===== src/rtl/proc_test_pkg.sv =====
// Shared state encoding and default widths for the processor self-check sequencer.
package proc_test_pkg;
  localparam int DEF_DATA_W = 32;
  localparam int DEF_ADDR_W = 5;

  typedef enum logic [2:0] {
    ST_IDLE  = 3'd0,
    ST_RESET = 3'd1,
    ST_RUN   = 3'd2,
    ST_CHECK = 3'd3,
    ST_DONE  = 3'd4
  } state_t;
endpackage


===== src/rtl/proc_test_controller_compare.sv =====
// GPR sweep: index counter, comparator, first-fail latch and optional mismatch counter.
// PROC_TEST_MISMATCH_COUNT_EN selects full-sweep counting instead of stop-on-first-mismatch.
module proc_test_compare
  import proc_test_pkg::*;
#(
  parameter int DATA_W    = DEF_DATA_W,
  parameter int NUM_REGS  = 32,
  parameter int ADDR_W    = DEF_ADDR_W,
  parameter int FIRST_REG = 1
) (
  input  logic              clk,
  input  logic              reset,
  input  logic              check_start,
  input  logic              check_en,
  input  logic [DATA_W-1:0] rd_data,
  input  logic [DATA_W-1:0] exp_data,
  output logic [ADDR_W-1:0] idx,
  output logic              check_last,
  output logic              pass,
  output logic [ADDR_W-1:0] fail_idx,
  output logic [DATA_W-1:0] fail_actual,
  output logic [DATA_W-1:0] fail_expected
`ifdef PROC_TEST_MISMATCH_COUNT_EN
  ,
  output logic [ADDR_W:0]   mismatch_count
`endif
);
  logic [ADDR_W-1:0] idx_q, idx_d, fidx_q, fidx_d;
  logic [DATA_W-1:0] fact_q, fact_d, fexp_q, fexp_d;
  logic              pass_q, pass_d, seen_q, seen_d;
  logic              mismatch, at_end;

  assign mismatch = (rd_data != exp_data);
  assign at_end   = (idx_q == ADDR_W'(NUM_REGS - 1));

`ifdef PROC_TEST_MISMATCH_COUNT_EN
  logic [ADDR_W:0] cnt_q, cnt_d;
  assign check_last     = check_en && at_end;
  assign mismatch_count = cnt_q;
`else
  assign check_last = check_en && (mismatch || at_end);
`endif

  always_comb begin
    idx_d  = idx_q;
    fidx_d = fidx_q;
    fact_d = fact_q;
    fexp_d = fexp_q;
    pass_d = pass_q;
    seen_d = seen_q;
`ifdef PROC_TEST_MISMATCH_COUNT_EN
    cnt_d  = cnt_q;
`endif
    if (check_start) begin
      idx_d  = ADDR_W'(FIRST_REG);
      fidx_d = '0;
      fact_d = '0;
      fexp_d = '0;
      pass_d = 1'b0;
      seen_d = 1'b0;
`ifdef PROC_TEST_MISMATCH_COUNT_EN
      cnt_d  = '0;
`endif
    end else if (check_en) begin
      // Index parks on the last register examined so rd_addr points at it in DONE.
      if (!check_last) idx_d = idx_q + ADDR_W'(1);
      if (mismatch && !seen_q) begin
        fidx_d = idx_q;
        fact_d = rd_data;
        fexp_d = exp_data;
        seen_d = 1'b1;
      end
`ifdef PROC_TEST_MISMATCH_COUNT_EN
      if (mismatch && (cnt_q != '1)) cnt_d = cnt_q + 1'b1;
      if (check_last) pass_d = (cnt_d == '0);
`else
      if (check_last) pass_d = !mismatch;
`endif
    end
  end

  always_ff @(posedge clk or negedge reset) begin
    if (!reset) begin
      idx_q  <= ADDR_W'(FIRST_REG);
      fidx_q <= '0;
      fact_q <= '0;
      fexp_q <= '0;
      pass_q <= 1'b0;
      seen_q <= 1'b0;
`ifdef PROC_TEST_MISMATCH_COUNT_EN
      cnt_q  <= '0;
`endif
    end else begin
      idx_q  <= idx_d;
      fidx_q <= fidx_d;
      fact_q <= fact_d;
      fexp_q <= fexp_d;
      pass_q <= pass_d;
      seen_q <= seen_d;
`ifdef PROC_TEST_MISMATCH_COUNT_EN
      cnt_q  <= cnt_d;
`endif
    end
  end

  assign idx           = idx_q;
  assign pass          = pass_q;
  assign fail_idx      = fidx_q;
  assign fail_actual   = fact_q;
  assign fail_expected = fexp_q;
endmodule


===== src/rtl/proc_test_controller.sv =====
// Self-check sequencer: resets, runs and freezes the processor, then sweeps its GPRs.
// PROC_TEST_MISMATCH_COUNT_EN adds mismatch_count and forces a full sweep.
module proc_test_controller
  import proc_test_pkg::*;
#(
  parameter int DATA_W       = DEF_DATA_W,
  parameter int NUM_REGS     = 32,
  parameter int ADDR_W       = DEF_ADDR_W,
  parameter int FIRST_REG    = 1,
  parameter int RESET_CYCLES = 2,
  parameter int CYC_W        = 16
) (
  input  logic              clk,
  input  logic              reset,
  input  logic              start,
  input  logic [CYC_W-1:0]  run_cycles,
  output logic              proc_reset,
  output logic              proc_en,
  output logic [ADDR_W-1:0] rd_addr,
  input  logic [DATA_W-1:0] rd_data,
  output logic [ADDR_W-1:0] exp_addr,
  input  logic [DATA_W-1:0] exp_data,
  output logic              busy,
  output logic              done,
  output logic              pass,
  output logic [ADDR_W-1:0] fail_idx,
  output logic [DATA_W-1:0] fail_actual,
  output logic [DATA_W-1:0] fail_expected,
  output logic [CYC_W-1:0]  cycle_count
`ifdef PROC_TEST_MISMATCH_COUNT_EN
  ,
  output logic [ADDR_W:0]   mismatch_count
`endif
);
  localparam int RC_W = $clog2(RESET_CYCLES + 1);

  state_t            state_q, state_d;
  logic [RC_W-1:0]   rst_cnt_q, rst_cnt_d;
  logic [CYC_W-1:0]  run_len_q, run_len_d, cyc_q, cyc_d;
  logic              proc_reset_q, proc_reset_d, proc_en_q, proc_en_d;
  logic              busy_q, busy_d, done_q, done_d;
  logic              check_start, check_en, check_last;
  logic [ADDR_W-1:0] idx;

  assign check_en = (state_q == ST_CHECK);

  always_comb begin
    state_d     = state_q;
    rst_cnt_d   = rst_cnt_q;
    run_len_d   = run_len_q;
    cyc_d       = cyc_q;
    check_start = 1'b0;
    unique case (state_q)
      ST_IDLE, ST_DONE: begin
        if (start) begin
          run_len_d   = run_cycles;
          cyc_d       = '0;
          rst_cnt_d   = RC_W'(RESET_CYCLES);
          check_start = 1'b1;
          state_d     = ST_RESET;
        end
      end
      ST_RESET: begin
        rst_cnt_d = rst_cnt_q - RC_W'(1);
        if (rst_cnt_q == RC_W'(1)) state_d = (run_len_q == '0) ? ST_CHECK : ST_RUN;
      end
      ST_RUN: begin
        if (cyc_q != '1) cyc_d = cyc_q + CYC_W'(1);
        // run_len_q >= 1 here, so this marks the final RUN cycle.
        if (cyc_q == run_len_q - CYC_W'(1)) state_d = ST_CHECK;
      end
      ST_CHECK: if (check_last) state_d = ST_DONE;
      default: state_d = ST_IDLE;
    endcase
    proc_reset_d = (state_d == ST_IDLE) || (state_d == ST_RESET);
    proc_en_d    = (state_d == ST_RESET) || (state_d == ST_RUN);
    busy_d       = (state_d == ST_RESET) || (state_d == ST_RUN) || (state_d == ST_CHECK);
    done_d       = (state_d == ST_DONE);
  end

  always_ff @(posedge clk or negedge reset) begin
    if (!reset) begin
      state_q      <= ST_IDLE;
      rst_cnt_q    <= '0;
      run_len_q    <= '0;
      cyc_q        <= '0;
      proc_reset_q <= 1'b1;
      proc_en_q    <= 1'b0;
      busy_q       <= 1'b0;
      done_q       <= 1'b0;
    end else begin
      state_q      <= state_d;
      rst_cnt_q    <= rst_cnt_d;
      run_len_q    <= run_len_d;
      cyc_q        <= cyc_d;
      proc_reset_q <= proc_reset_d;
      proc_en_q    <= proc_en_d;
      busy_q       <= busy_d;
      done_q       <= done_d;
    end
  end

  proc_test_compare #(
    .DATA_W(DATA_W), .NUM_REGS(NUM_REGS), .ADDR_W(ADDR_W), .FIRST_REG(FIRST_REG)
  ) u_cmp (
    .clk           (clk),
    .reset         (reset),
    .check_start   (check_start),
    .check_en      (check_en),
    .rd_data       (rd_data),
    .exp_data      (exp_data),
    .idx           (idx),
    .check_last    (check_last),
    .pass          (pass),
    .fail_idx      (fail_idx),
    .fail_actual   (fail_actual),
    .fail_expected (fail_expected)
`ifdef PROC_TEST_MISMATCH_COUNT_EN
    ,
    .mismatch_count(mismatch_count)
`endif
  );

  assign proc_reset  = proc_reset_q;
  assign proc_en     = proc_en_q;
  assign busy        = busy_q;
  assign done        = done_q;
  assign cycle_count = cyc_q;
  assign rd_addr     = idx;
  assign exp_addr    = idx;
endmodule


===== config.mk =====
export PLATFORM = sky130hd
export DESIGN_NAME = proc_test_controller
export DESIGN_NICKNAME = d
export VERILOG_FILES = /design/src/rtl/proc_test_pkg.sv /design/src/rtl/proc_test_controller_compare.sv /design/src/rtl/proc_test_controller.sv
export SDC_FILE = /design/constraint.sdc
export NUM_CORES = 1
export LEC_CHECK = 0
export BUFFER_PORTS_ARGS = -buffer_cell sky130_fd_sc_hd__buf_2
export CORE_ASPECT_RATIO = 0.9
export CORE_MARGIN = 1
export CORE_UTILIZATION = 55
export CTS_BUF_LIST = sky130_fd_sc_hd__clkbuf_8
export DETAILED_ROUTE_END_ITERATION = 12
export PLACE_DENSITY = 0.8
export SLEW_MARGIN = 40
export SYNTH_ARGS = -nofsm -noshare
export SYNTH_HDL_FRONTEND = slang
export SYNTH_HIERARCHICAL = 1
export SYNTH_SLANG_ARGS = --single-unit

===== constraint.sdc =====
create_clock -name clk -period 7.5 [get_ports clk]
set_input_delay 1.5 -clock clk [delete_from_list [all_inputs] [get_ports clk]]
set_output_delay 1.5 -clock clk [all_outputs]
set_load 0.02 [all_outputs]

## Yosys cells after proc, flatten, opt, wreduce, memory -nomap -nowiden

Index checks and enable logic that the tools add are counted.

| storage, ports and cells | value |
|---|---|
| output and inout bits | 100 |
| bits in registers | 117 |
| word-level logic and storage cells | 88 |
| input port bits | 83 |

| operators by class | value |
|---|---|
| equal/unequal tests | 16 |
| add/subtract/negate cells | 4 |
| reductions and logical operators | 23 |
| multiplexer cells | 31 |

Operators by type and width:

| cell | count |
|---|---|
| $mux 32 | 6 |
| $mux 16 | 2 |
| $ne 32x32->1 | 1 |
| $pmux 16 s2 | 1 |
| $mux 5 | 6 |
| $add 16x1->16 const B | 1 |
| $eq 16x16->1 | 1 |
| $logic_not 16->1 | 1 |
| $ne 16x16->1 const B | 1 |
| $sub 16x1->16 const B | 1 |
| $eq 3x2->1 const B | 4 |
| $mux 3 | 4 |
| $pmux 3 s4 | 1 |
| $reduce_and 2->1 | 5 |
| $reduce_bool 2->1 | 5 |
| $mux 1 | 9 |
| $eq 3x1->1 const B | 2 |
| $eq 3x3->1 const B | 2 |
| $logic_not 3->1 | 2 |
| $ne 2x2->1 const B | 3 |
| $add 5x1->5 const B | 1 |
| $eq 5x5->1 const B | 1 |
| $logic_or 1x1->1 | 4 |
| $pmux 2 s2 | 1 |
| 7 further kinds | 9 |

## Depth between registers and ports, before layout

Gate-level depths: netlist (run 1).

| logic depth | value |
|---|---|
| depth after elaboration | 8 |
| depth in mapped cells | 11 |
| depth with buffers taken out | 9 |

## By module

The synthesis (run 1) kept the hierarchy.

Modules (own cells, without submodules):

| module | area each (µm²) | cells an instance | times used | seq. area each (µm²) |
|---|---|---|---|---|
| proc_test_compare | 4242.8 | 381 | 1 | 1903.1 |
| proc_test_controller | 2378.5 | 274 | 1 | 1027.2 |

## Worst setup path after synthesis (run 1)

No wires, ideal clock.

| timing path | value |
|---|---|
| kind | in2reg |
| from | input port start |
| to | register u_cmp.fact_q[0], in the netlist u_cmp/fail_actual[0] |
| data arrival time | 3.163 ns |
| required time | 7.376 ns |
| path buffers | 5 |
| stages | 9 |
| path slack | 4.213 ns |
| cells stage by stage | nand3_1 inv_1 buf_2 clkbuf_1 clkbuf_1 clkbuf_1 clkbuf_1 nand2b_1 mux2i_1 |

| between the ends | value |
|---|---|
| cells in the longest elaborated chain, start to end | 4 |

Ends and longest elaborated chain:

| what | line | RTL |
|---|---|---|
| start: declaration | proc_test_controller.sv:15 | `input logic start,` |
| $mux 1 * | proc_test_controller.sv:55 | `if (start) begin` |
| $mux 1 * | proc_test_controller.sv:53 | `unique case (state_q)` |
| named net check_start | proc_test_controller.sv:42 | `logic check_start, check_en, check_last;` |
| $reduce_bool 2->1 (no source line) | n/a |  |
| $reduce_and 2->1 (no source line) | n/a |  |
| end signal: assignment | proc_test_controller_compare.sv:96 | `fact_q <= fact_d;` |
| end: declaration | proc_test_controller_compare.sv:29 | `logic [DATA_W-1:0] fact_q, fact_d, fexp_q, fexp_d;` |

Mark *: on every way through the listed nets, which the timed path passes. The rest lies on a longest branch.
A chain may end at the register's enable or synchronous reset.

## Worst setup path in the final report (run 1)

| timing path | value |
|---|---|
| from | input port start |
| to | register busy_q, in the netlist busy |

| between the ends | value |
|---|---|
| cells in the longest elaborated chain, start to end | 5 |

Ends and longest elaborated chain:

| what | line | RTL |
|---|---|---|
| $mux 3 * | proc_test_controller.sv:55 |  |
| $pmux 3 s4 * | proc_test_controller.sv:53 |  |
| $eq 3x1->1 / $eq 3x2->1 (equally long branches) | proc_test_controller.sv:77 | `busy_d = (state_d == ST_RESET) \|\| (state_d == ST_RUN) \|\| (state_d == ST_CHECK);` |
| $logic_or 1x1->1 | proc_test_controller.sv:77 |  |
| $logic_or 1x1->1 * | proc_test_controller.sv:77 |  |
| named net busy_d | proc_test_controller.sv:41 | `logic busy_q, busy_d, done_q, done_d;` |
| end signal: assignment | proc_test_controller.sv:98 | `busy_q <= busy_d;` |
| end: declaration | proc_test_controller.sv:41 |  |

Marks and branches as above.

==> summary.md, run 1 <==
| Metric | Value |
|---|---|
| Layout area overhead | 19.9% |
| Post-synth EDFFs | 0 |
| DRC Markers | 0 |
| CP Capture Type | register |
| Synthesized flop and latch total | 117 |
| Ports | ~180 |
| Global-route wire length before repair | about 26000 um |
| Area of the core | between 0.01 and 0.015 mm2 |
| Register area share after synthesis | between 40 and 50% |
| Vias in the first global route | 5401 |
| Placed cell areas | between 0.007 and 0.008 mm2 |
| GRT Total Usage | between 20% and 30% |
| Die height | ~110 um |
| Fin crit share | 48.6% |
| Max VDD drop | ~0.076 mV |
| MaxCap Viol Count | 0 |
| Cell count after synthesis | ~660 |
| DR vias/cell | 5.40 |
| Clk slew on worst S/H paths | around 0.06 ns |
| Final setup skew | 0.00791 ns |
| Post-route cell area | a little under 0.008 mm2 |
| Distinct cells, synth | 57 |
| Critical Path Max Stage Delay | around 0.67 ns |
| CTS Buf Count | 17 |
| Setup WS post-layout | ~3.9 ns |
| Synth area leaders | dfrtp_1 (43%), nand2b_1 (13%), mux2i_1 (11%) |
| Hold buffers post-CTS | 0 |
| Detailed Routing Iterations Pass 1 | 8 |
| Ys Warns | 6 |
| CP delay by family, top | buffers and inverters |
| WP buf/inv | 3 |
| Mapped Nets | ~740 |
| Synth area leader | dfrtp_1 |
| DP HPWL | approximately 12000 um |
| Critical path required time | 7.81 ns |
| Slowest cell on crit path | clkinv_2 |
| Ant diodes | 0 |
| Main synth FF type | dfrtp_1 |
| Core Rows | 37 |
| Clock Latency Late Sink | approximately 0.44 ns |
| Via count | about 5400 |
| Largest net degree at the start of global routing | between 100 and 150 |
| Mapped Area | approximately 0.0066 mm2 |
| Final hold violations | 0 |
| PortBufs | 182 |
| CTS tree | built |
| Final GP Congestion | roughly 0.92 |
| CTS Buffer Depth | 2 |
| Worst Path Arrival | ~4.0 ns |
| Syn Area/Cell | roughly 10 um2 |
| RSZ-0062 raised after global routing | false |
| DRT Wirelength | ~17000 um |
| Startpoint class of the critical path | input port |
| DIE AREA | about 0.012 mm2 |
| Initial antenna violation count | 0 |
| Worst setup path class | input port to register |
| Initial drt markers | 365 |
| Initial core utilization | 57.2% |
| Top cell type's share of synthesized area | 43.5% |
| Grt ovf | 0 |
| H-tree levels | 4 |
| TNS Setup | 0 ns |
| Min Clock Period, post-route | around 3.6 ns |
| Root buf cell | clkbuf_8 |
| Antenna viol nets, final | 0 |
| Outcome | finished clean |
| Pleak | ~4 nW |
| Pwr dens | about 150 mW/mm2 |
| Worst min path class | register to register |
| Final setup fails | 0 |
| Fmax | ~0.27 GHz |
| Die W | 118 um |
| Nets | a little over 900 |
| Post-CTS Setup Bufs | 0 |
| Cts repair resizes | 0 |
| Crit-path cells | buf_2 > nand3_1 > clkinv_2 > buf_6 > a31oi_1 > o31a_1 > o21ai_0 |
| WL per Instance | between 15 and 20 um |
| Slew at the pin closest to its max-slew limit | approximately 0.76 ns |
| Slew margin rel. | 49.1% |
| Pre-CTS setup slack | approximately 3.4 ns |
| Layout cells sized above 1 | between 20% and 30% |
| Total Power | roughly 0.0012 W |
| Sink Count | roughly 120 |
| Post-synth ARST share | between 90% and 100% |
| Hold slack | approximately 0.52 ns |
| Final max-slew violation count | 0 |
| Crit-path max FO | 146 |
[final timing paths]
kind                       slack [ns]  cells past startpoint    startpoint                 endpoint
setup / recovery                 3.86                      7         start                     busy
hold / removal                   0.52                      1  rst_cnt_q[1]             rst_cnt_q[1]
setup reg to reg                 4.09                      8    state_q[1]  u_cmp/fail_expected[21]
hold reg to reg                  0.52                      1  rst_cnt_q[1]             rst_cnt_q[1]
max in group asynchronous        5.40                      2         reset    u_cmp/fail_actual[17]
min in group asynchronous        1.09                      1         reset             run_len_q[5]
[metal layers]
metal / share of wire [%] / global-route usage (%) / wire (um)
met5: 0 / 0 / 0
met2: 48 / 44.5 / 8000
met3: 6.8 / 8.64 / 1120
met4: 2.4 / 10.7 / 402
met1: 43 / 34.1 / 7090
[placed cells by master, fill, tap and decap left out, types with 11 or more instances in the layout]
cell / instances
buf_2: 181
nand2b_1: 138
dfrtp_1: 115
mux2i_1: 74
nand2_1: 61
xor2_1: 52
nor2_1: 27
clkbuf_8: 23
inv_1: 17
xnor2_1: 15
nor3_1: 12
o21ai_0: 11
[registers in the layout, indices dropped and copies added, names as in the netlist, 2 cells and up]
signal and cells:
state_q 3, rst_cnt_q 2, u_cmp/fail_actual 32, u_cmp/idx 5
cycle_count 16, run_len_q 16, u_cmp/fail_expected 32, u_cmp/fail_idx 5
[logic make-up after synthesis]
logic type | count (synthesis) | share of synthesized area (%)
AOI/OAI and AO/OA | 43 | 4.42
xor gates and xnor gates | 68 | 9.11
DFF | 117 | 44.3
adders and majority gates | 5 | 0.945
and+or+nand+nor | 297 | 25.9
muxes | 75 | 11.4
buffers and inverters | 50 | 3.99
[power breakdown]
group	switching, W	internal, W	total, W	leakage [nW]
registers	0.0000000000000248	0.000631	0.000631	1.57
logic	0.0000450	0.0000301	0.0000750	2.22
clock network	0.000242	0.000272	0.000514	0.209
[per-stage QoR]
| step | utilization, % | cells |
|---|---|---|
| after floorplan | - | 655 |
| final | 68.6 | 992 |
| after CTS | 68.6 | 992 |
| after global routing | 68.6 | 992 |
| after global placement | 65.2 | 958 |
| after detailed placement | 65.5 | 960 |
[synthesized netlist by cell type (2+ instances only)]
| library cell | count |
|---|---|
| inv_1 | 12 |
| nor2_1 | 27 |
| buf_1 | 2 |
| a31oi_1 | 6 |
| a32o_1 | 2 |
| buf_6 | 7 |
| nor4_2 | 8 |
| xnor2_1 | 15 |
| nand3_1 | 9 |
| nor3_1 | 12 |
| buf_2 | 3 |
| xor2_1 | 52 |
| dfstp_2 | 2 |
| o21ai_0 | 11 |
| ha_1 | 5 |
| o22a_1 | 2 |
| or3_1 | 6 |
| a21oi_1 | 7 |
| nand2_1 | 61 |
| or2b_1 | 3 |
| mux2i_1 | 74 |
| and3_1 | 5 |
| and2_1 | 5 |
| and4_1 | 3 |
| nand4_1 | 6 |
| buf_4 | 5 |
| nand2b_1 | 138 |
| nor4_1 | 2 |
| nor2b_1 | 3 |
| clkbuf_1 | 20 |
| dfrtp_1 | 115 |
| o211ai_1 | 2 |
[layout make-up]
type                       count  area [um2]
clock buffer                  23         317
multi-input combinational    488        3440
inverter                      12        46.3
fill                         939        3640
timing repair buffer         187         973
tap                          156         195
sequential                   117        2930
clock inverter                 9        37.5
Note: power is estimated with default switching activity, not from simulation.
==> run 2, diff against run 1 <==
- CORE_UTILIZATION: 55 -> 49
- PLACE_DENSITY: 0.8 -> 0.76
- clock period: 7.5 -> 3.01 ns (I/O delays scaled with it)
==> run 2 against run 1 <==
Combinational power rose to 2.6 times the previous value. Non-clock buffer count grew 6. Register-to-register slack got worse by 3.6 ns. Highest routed layer unchanged.
==> summary.md, run 2 (synthesis gave the netlist of run 1 again) <==
| Metric | Value |
|---|---|
| Worst r2r src | run_len_q[0] (was state_q[1]) |
| Die height | 112 um (was 106 um) |
| Initial antenna violation count | 2 (was 0) |
| Fin cells | 1008 (was 992) |
| Pleak | 4.06 nW (was 3.99 nW) |
| Worst r2r path cells | 9 (was 8) |
| Most common cell after layout, fill and taps aside | buf_2 (unchanged) |
| Final setup fails | 0 (unchanged) |
| Final hold violations | 0 (unchanged) |
| PortBufs | 182 (unchanged) |
| MaxCap Viol Count | 0 (unchanged) |
| Vias in the first global route | 5301 (was 5401) |
| Fin crit share | between 80 and 90% |
| Startpoint class of the critical path | register (was input port) |
| H-tree levels | 4 (unchanged) |
| DIE AREA | 0.0140 mm2 (was 0.0125 mm2) |
| DRC Markers | 0 (unchanged) |
| Area of the core | 0.0129 mm2 (was 0.0116 mm2) |
| Final setup skew | 0.0109 ns (was 0.00791 ns) |
| Reg2reg end | proc_en (was u_cmp/fail_expected[21]) |
| Internal | 0.00284 W (was 0.000934 W) |
| Slew at the pin closest to its max-slew limit | 0.573 ns (was 0.762 ns) |
| WL per Instance | 16.3 um (was 16.7 um) |
| Sequential Area | 0.00293 mm2 (unchanged) |
| Root buf cell | clkbuf_8 (unchanged) |
| Layout cells sized above 1 | 29.0% (was 27.8%) |
| Via count | 5248 (was 5357) |
| CP endpoint | proc_en (was busy) |
| Final Core Density | 63.3% (was 68.6%) |
| Area occupied by multi-input gates | 0.00344 mm2 (unchanged) |
| Largest net degree at the start of global routing | 83 (was 147) |
| Grt ovf | 0 (unchanged) |
| Min Clock Period, post-route | approximately 2.5 ns |
| Initial drt markers | 249 (was 365) |
| Max VDD drop | 0.520 mV (was 0.0756 mV) |
| DRT Wirelength | 16500 um (was 16600 um) |
| CTS Buf Count | 17 (unchanged) |
| Switch share | 21.5% (was 23.5%) |
| Total Power | 0.00362 W (was 0.00122 W) |
| Placed insts | 973 (was 960) |
| Antenna viol nets, final | 0 (unchanged) |
| Leading cell types in the layout, fill and taps excluded | buf_2 (181), nand2b_1 (138), dfrtp_1 (115) (unchanged) |
| Core Rows | 39 (was 37) |
| Hold buffers post-CTS | 0 (unchanged) |
| Worst Path Arrival | 2.80 ns (was 3.95 ns) |
| Sink Count | 117 (unchanged) |
| Global-route wire length before repair | 26800 um (was 26400 um) |
| Layout area overhead | 23.5% (was 19.9%) |
| Slew margin rel. | 61.8% (was 49.1%) |
| Die W | 125 um (was 118 um) |
| Cts repair resizes | 0 (unchanged) |
| Reg2reg setup slack | 0.53 ns (was 4.09 ns) |
| Detailed Routing Iterations Pass 1 | 5 (was 8) |
| Fillers | 1088 (was 939) |
| Combinational power share | 5.3% (was 6.1%) |
| Fmax | between 0.4 and 0.5 GHz |
| Final GP Congestion | 0.903 (was 0.916) |
| DP HPWL | 11800 um (was 12000 um) |
| CTS Buffer Depth | 2 (unchanged) |
| Ports | 183 (unchanged) |
| Pwr dens | 443 mW/mm2 (was 154 mW/mm2) |
| CP Capture Type | register (unchanged) |
| Clock Latency Late Sink | 0.45 ns (was 0.44 ns) |
| Clk slew on worst S/H paths | 0.07 ns (was 0.06 ns) |
| CTS tree | built (unchanged) |
| Nets | 917 (was 911) |
| Worst min path class | input port to async pin (was register to register) |
| RSZ-0062 raised after global routing | false (unchanged) |
| TNS Setup | 0 ns (unchanged) |
| GRT Total Usage | 24.4% (was 27.4%) |
| Initial core utilization | 51.2% (was 57.2%) |
| Setup crit start | run_len_q[0] (was start) |
| Worst setup path class | register to register (was input port to register) |
| Post-CTS Setup Bufs | 0 (unchanged) |
| Final max-slew violation count | 0 (unchanged) |
| Outcome | finished clean (unchanged) |
| Clock share of power | 51.3% (was 42.1%) |
| NetSw | 0.000780 W (was 0.000287 W) |
| Register share of total power | 43.4% (was 51.7%) |
| Crit-path max FO | 7 (was 146) |
| Critical path required time | 3.33 ns (was 7.81 ns) |
| DR vias/cell | 5.21 (was 5.40) |
==> run 2: changes by cell type in the layout (fill, tap and decap cells not counted), moves of 3 or more <==
cell        before  now
clkinvlp_4       0    3
clkbuf_8        23   19
inv_1           17   11
buf_12           0    3
buf_4            2    8
bufinv_16        0    7
==> run 2: worst min-delay path by stage <==
stage | from | to | cells after the start
2_1_floorplan | reset | busy | 0
3_3_place_gp | rst_cnt_q[1] | rst_cnt_q[1] | 1
3_5_place_dp | reset | proc_en | 1
4_1_cts | reset | rst_cnt_q[0] | 1
5_1_grt | reset | u_cmp/fail_actual[11] | 1
6_report | reset | run_len_q[5] | 1
==> run 2: layout make-up <==
cell class                      instances  share of cell area (%)
Antenna cell                            2                  0.0612
Clock buffer                           19                    3.20
Clock inverter                         13                    3.07
Inverter                               12                   0.581
Multi-Input combinational cell        488                    42.0
Sequential cell                       117                    35.8
Tap cell                              164                    2.51
Timing Repair Buffer                  193                    12.7
==> run 2: power groups by stage <==
stage / Clock (W) / Sequential [W] / Combinational (W)
floorplan: 0 / 0.00160 / 0.0000633
global placement: 0 / 0.00160 / 0.000189
detailed placement: 0 / 0.00160 / 0.000193
CTS: 0.00189 / 0.00157 / 0.000194
global route: 0.00196 / 0.00157 / 0.000213
finish: 0.00186 / 0.00157 / 0.000192
==> run 2: critical path, cell delays in order, from the launching register on <==
cell and delay (ns):
dfrtp_1 0.44, inv_1 0.10, ha_1 0.29, nand2b_1 0.21
nor3_4 0.28, nand2_1 0.10, mux2i_1 0.14, or3_1 0.33
o31a_1 0.32, xnor2_2 0.15
==> run 2: through the flow <==
| step | setup slack [ns] | hold slack, ns | area (um2) |
|---|---|---|---|
| 3_5_place_dp | 0.144 | 0.491 | 7650 |
| 5_1_grt | 0.151 | 0.00600 | 8180 |
| 6_report | 0.529 | 0.0136 | 8180 |
| 3_3_place_gp | 0.206 | 0.472 | 7650 |
| 4_1_cts | 0.118 | 0.000723 | 8160 |
| 2_1_floorplan | 0.621 | 0.306 | 6620 |
==> run 2: layer usage <==
| layer | vias up | GRT usage [%] | wire length, um |
|---|---|---|---|
| li1 | 2526 | - | - |
| met1 | 2527 | 32.1 | 7480 |
| met2 | 168 | 39.2 | 7850 |
| met3 | 27 | 5.43 | 782 |
| met4 | 0 | 10.0 | 360 |
| met5 | - | 0 | 0 |
==> run 3, diff against run 2 <==
- clock period: 3.01 -> 2.15 ns (I/O delays scaled with it)
==> run 3 against run 2 <==
Non-clock buffer count is 57 higher. Highest routed layer unchanged. Sequential share of layout area is 2.1 points lower. Maximum frequency is 10% higher. Sequential cell count stayed put. Critical path type unchanged. Cell area is 6.4% higher. The run now ends with setup timing left.
==> summary.md, run 3 (synthesis gave the netlist of run 1 again) <==
| Metric | Value |
|---|---|
| Fin crit share | 105% (was 82.4%) |
| Min Clock Period, post-route | 2.26 ns (was 2.48 ns) |
| Worst r2r path cells | 7 (was 9) |
| DRC Markers | 0 (unchanged) |
| Layout area overhead | 31.4% (was 23.5%) |
| Final GP Congestion | 0.869 (was 0.903) |
| Critical path required time | 2.48 ns (was 3.33 ns) |
| Clk slew on worst S/H paths | 0.07 ns (about the same) |
| Reg2reg end | proc_en (unchanged) |
| Total Power | 0.00459 W (was 0.00362 W) |
| Detailed Routing Iterations Pass 1 | 5 (unchanged) |
| Placed insts | 1026 (was 973) |
| Met3 routed WL | 1010 um (was 782 um) |
| Vias in the first global route | 5593 (was 5301) |
| H-tree levels | 4 (unchanged) |
| Initial core utilization | 51.2% (unchanged) |
| Max VDD drop | 0.456 mV (was 0.520 mV) |
| Worst Path Arrival | 2.59 ns (was 2.80 ns) |
| Setup WS post-layout | -0.106 ns (was 0.529 ns) |
| Outcome | complete, but fails checks (was finished clean) |
| Startpoint class of the critical path | register (unchanged) |
| Leading cell types in the layout, fill and taps excluded | buf_2 (181), nand2b_1 (138), dfrtp_1 (112) (was buf_2 (181), nand2b_1 (138), dfrtp_1 (115)) |
| Antenna viol nets, final | 0 (unchanged) |
| Die height | 112 um (unchanged) |
| Ant diodes | 0 (was 2) |
| Final max-slew violation count | 0 (unchanged) |
| Highest routed layer | met4 (unchanged) |
| WL per Instance | 16.8 um (was 16.3 um) |
| Metal-1 WL | 7850 um (was 7480 um) |
| Hold depth | 3 |
| Area occupied by multi-input gates | 0.00354 mm2 (was 0.00344 mm2) |
| Die W | 125 um (unchanged) |
| Fillers | 988 (was 1088) |
| Hold path endpoint | run_len_q[6] |
| Slew margin rel. | 66.5% (was 61.8%) |
| Worst setup path class | register to register (unchanged) |
| Initial drt markers | 292 (was 249) |
| Final setup fails | 2 (was 0) |
| CTS Buf Count | 17 (unchanged) |
| TNS Setup | -0.136 ns (was 0 ns) |
| Sink Count | 117 (unchanged) |
| Worst r2r src | run_len_q[10] (was run_len_q[0]) |
| RSZ-0062 raised after global routing | true (was false) |
| Layout cells sized above 1 | 35.5% (was 29.0%) |
| Pre-CTS setup slack | -0.284 ns (was 0.144 ns) |
| Via count | 5620 (was 5248) |
| Met2 Routed Length | 8570 um (was 7850 um) |
| Largest net degree at the start of global routing | 167 (was 83) |
| Sequential Area | 0.00293 mm2 (about the same) |
| PortBufs | 182 (unchanged) |
| CP Capture Type | register (unchanged) |
| Global-route wire length before repair | 27900 um (was 26800 um) |
| Nets | 974 (was 917) |
| Fin cells | 1063 (was 1008) |
| MaxCap Viol Count | 0 (unchanged) |
| Final hold violations | 0 (unchanged) |
| DRT Wirelength | 17900 um (was 16500 um) |
| DIE AREA | 0.0140 mm2 (unchanged) |
| CTS Buffer Depth | 2 (unchanged) |
| Final setup skew | 0.00683 ns (was 0.0109 ns) |
| Core Rows | 39 (unchanged) |
| Setup crit start | run_len_q[10] (was run_len_q[0]) |
| Pleak | 4.36 nW (was 4.06 nW) |
| DR vias/cell | 5.29 (was 5.21) |
| Violated checks | setup timing |
| Root buf cell | clkbuf_8 (unchanged) |
| GRT Total Usage | 25.1% (was 24.4%) |
| HP Start | run_cycles[6] |
| Fmax | 0.443 GHz (was 0.403 GHz) |
| Slew at the pin closest to its max-slew limit | 0.500 ns (was 0.573 ns) |
| Hold slack | 0.172 ns (was 0.0136 ns) |
| DP HPWL | 12400 um (was 11800 um) |
| Crit-path max FO | 3 (was 7) |
| Initial antenna violation count | 0 (was 2) |
| Reg2reg setup slack | -0.11 ns (was 0.53 ns) |
| Area of the core | 0.0129 mm2 (unchanged) |
| Clock Latency Late Sink | 0.45 ns (about the same) |
| Grt ovf | 0 (unchanged) |
| Pwr dens | 527 mW/mm2 (was 443 mW/mm2) |
| Most common cell after layout, fill and taps aside | buf_2 (unchanged) |
| Worst min path class | input port to register (was input port to async pin) |
| Ports | 183 (unchanged) |
| CTS tree | built (unchanged) |
run 3: cell count changes in the layout (fill, tap and decap cells not counted), moves of 4 or more:
cell,previous run,this run
clkbuf_8,19,23
nor3_1,12,6
buf_4,8,59
nor3_2,0,6
clkinv_2,2,6
bufinv_16,7,2
run 3: repair_timing:
action                     4_1_cts  5_1_grt
setup endpoints to repair       11       69
buffers inserted                 0        2
pin swaps                        2        1
hold buffers                     1        0
hold endpoints to repair        31        0
resized for setup                9       19
gates cloned                     0        2
run 3: area by class of cell:
cell class                      instances  area share, %
Multi-Input combinational cell        488           40.7
Inverter                               12          0.590
Tap cell                              164           2.36
Clock inverter                          9           1.12
Clock buffer                           23           3.64
Timing Repair Buffer                  250           17.9
Sequential cell                       117           33.7
run 3: worst max path at each step:
stage	endpoint	slack [ns]	cells after the start
after floorplan	proc_en	-0.009	7
after global placement	proc_en	-0.27	11
after detailed placement	proc_en	-0.28	11
after CTS	proc_en	-0.09	8
after global routing	proc_en	-0.20	7
final	proc_en	-0.11	7
run 3: routing by layer:
metal,GRT usage [%],vias to the layer above
met5,0,-
met4,10.1,0
met3,5.39,33
met2,40.4,206
met1,33.2,2740
li1,-,2641
run 3: power breakdown:
group          internal (W)       switching [W]  leakage, nW
clock network       0.00120            0.000898        0.217
logic              0.000124            0.000162         2.58
registers           0.00220  0.0000000000000832         1.56
total               0.00353             0.00106         4.36
run 3: worst max-delay path, stage by stage (launching register included):
cell     delay (ns)
dfrtp_1        0.38
or3_1          0.39
or3_1          0.38
nor3_2         0.22
xnor2_1        0.15
nand4_1        0.11
o31a_1         0.35
xnor2_2        0.15
run 3: stage by stage:
stage	utilization [%]	cell area, um2
after global placement	62.5	8090
final	67.3	8700
after global routing	67.3	8700
after floorplan	-	6630
after CTS	66.1	8550
after detailed placement	62.5	8090
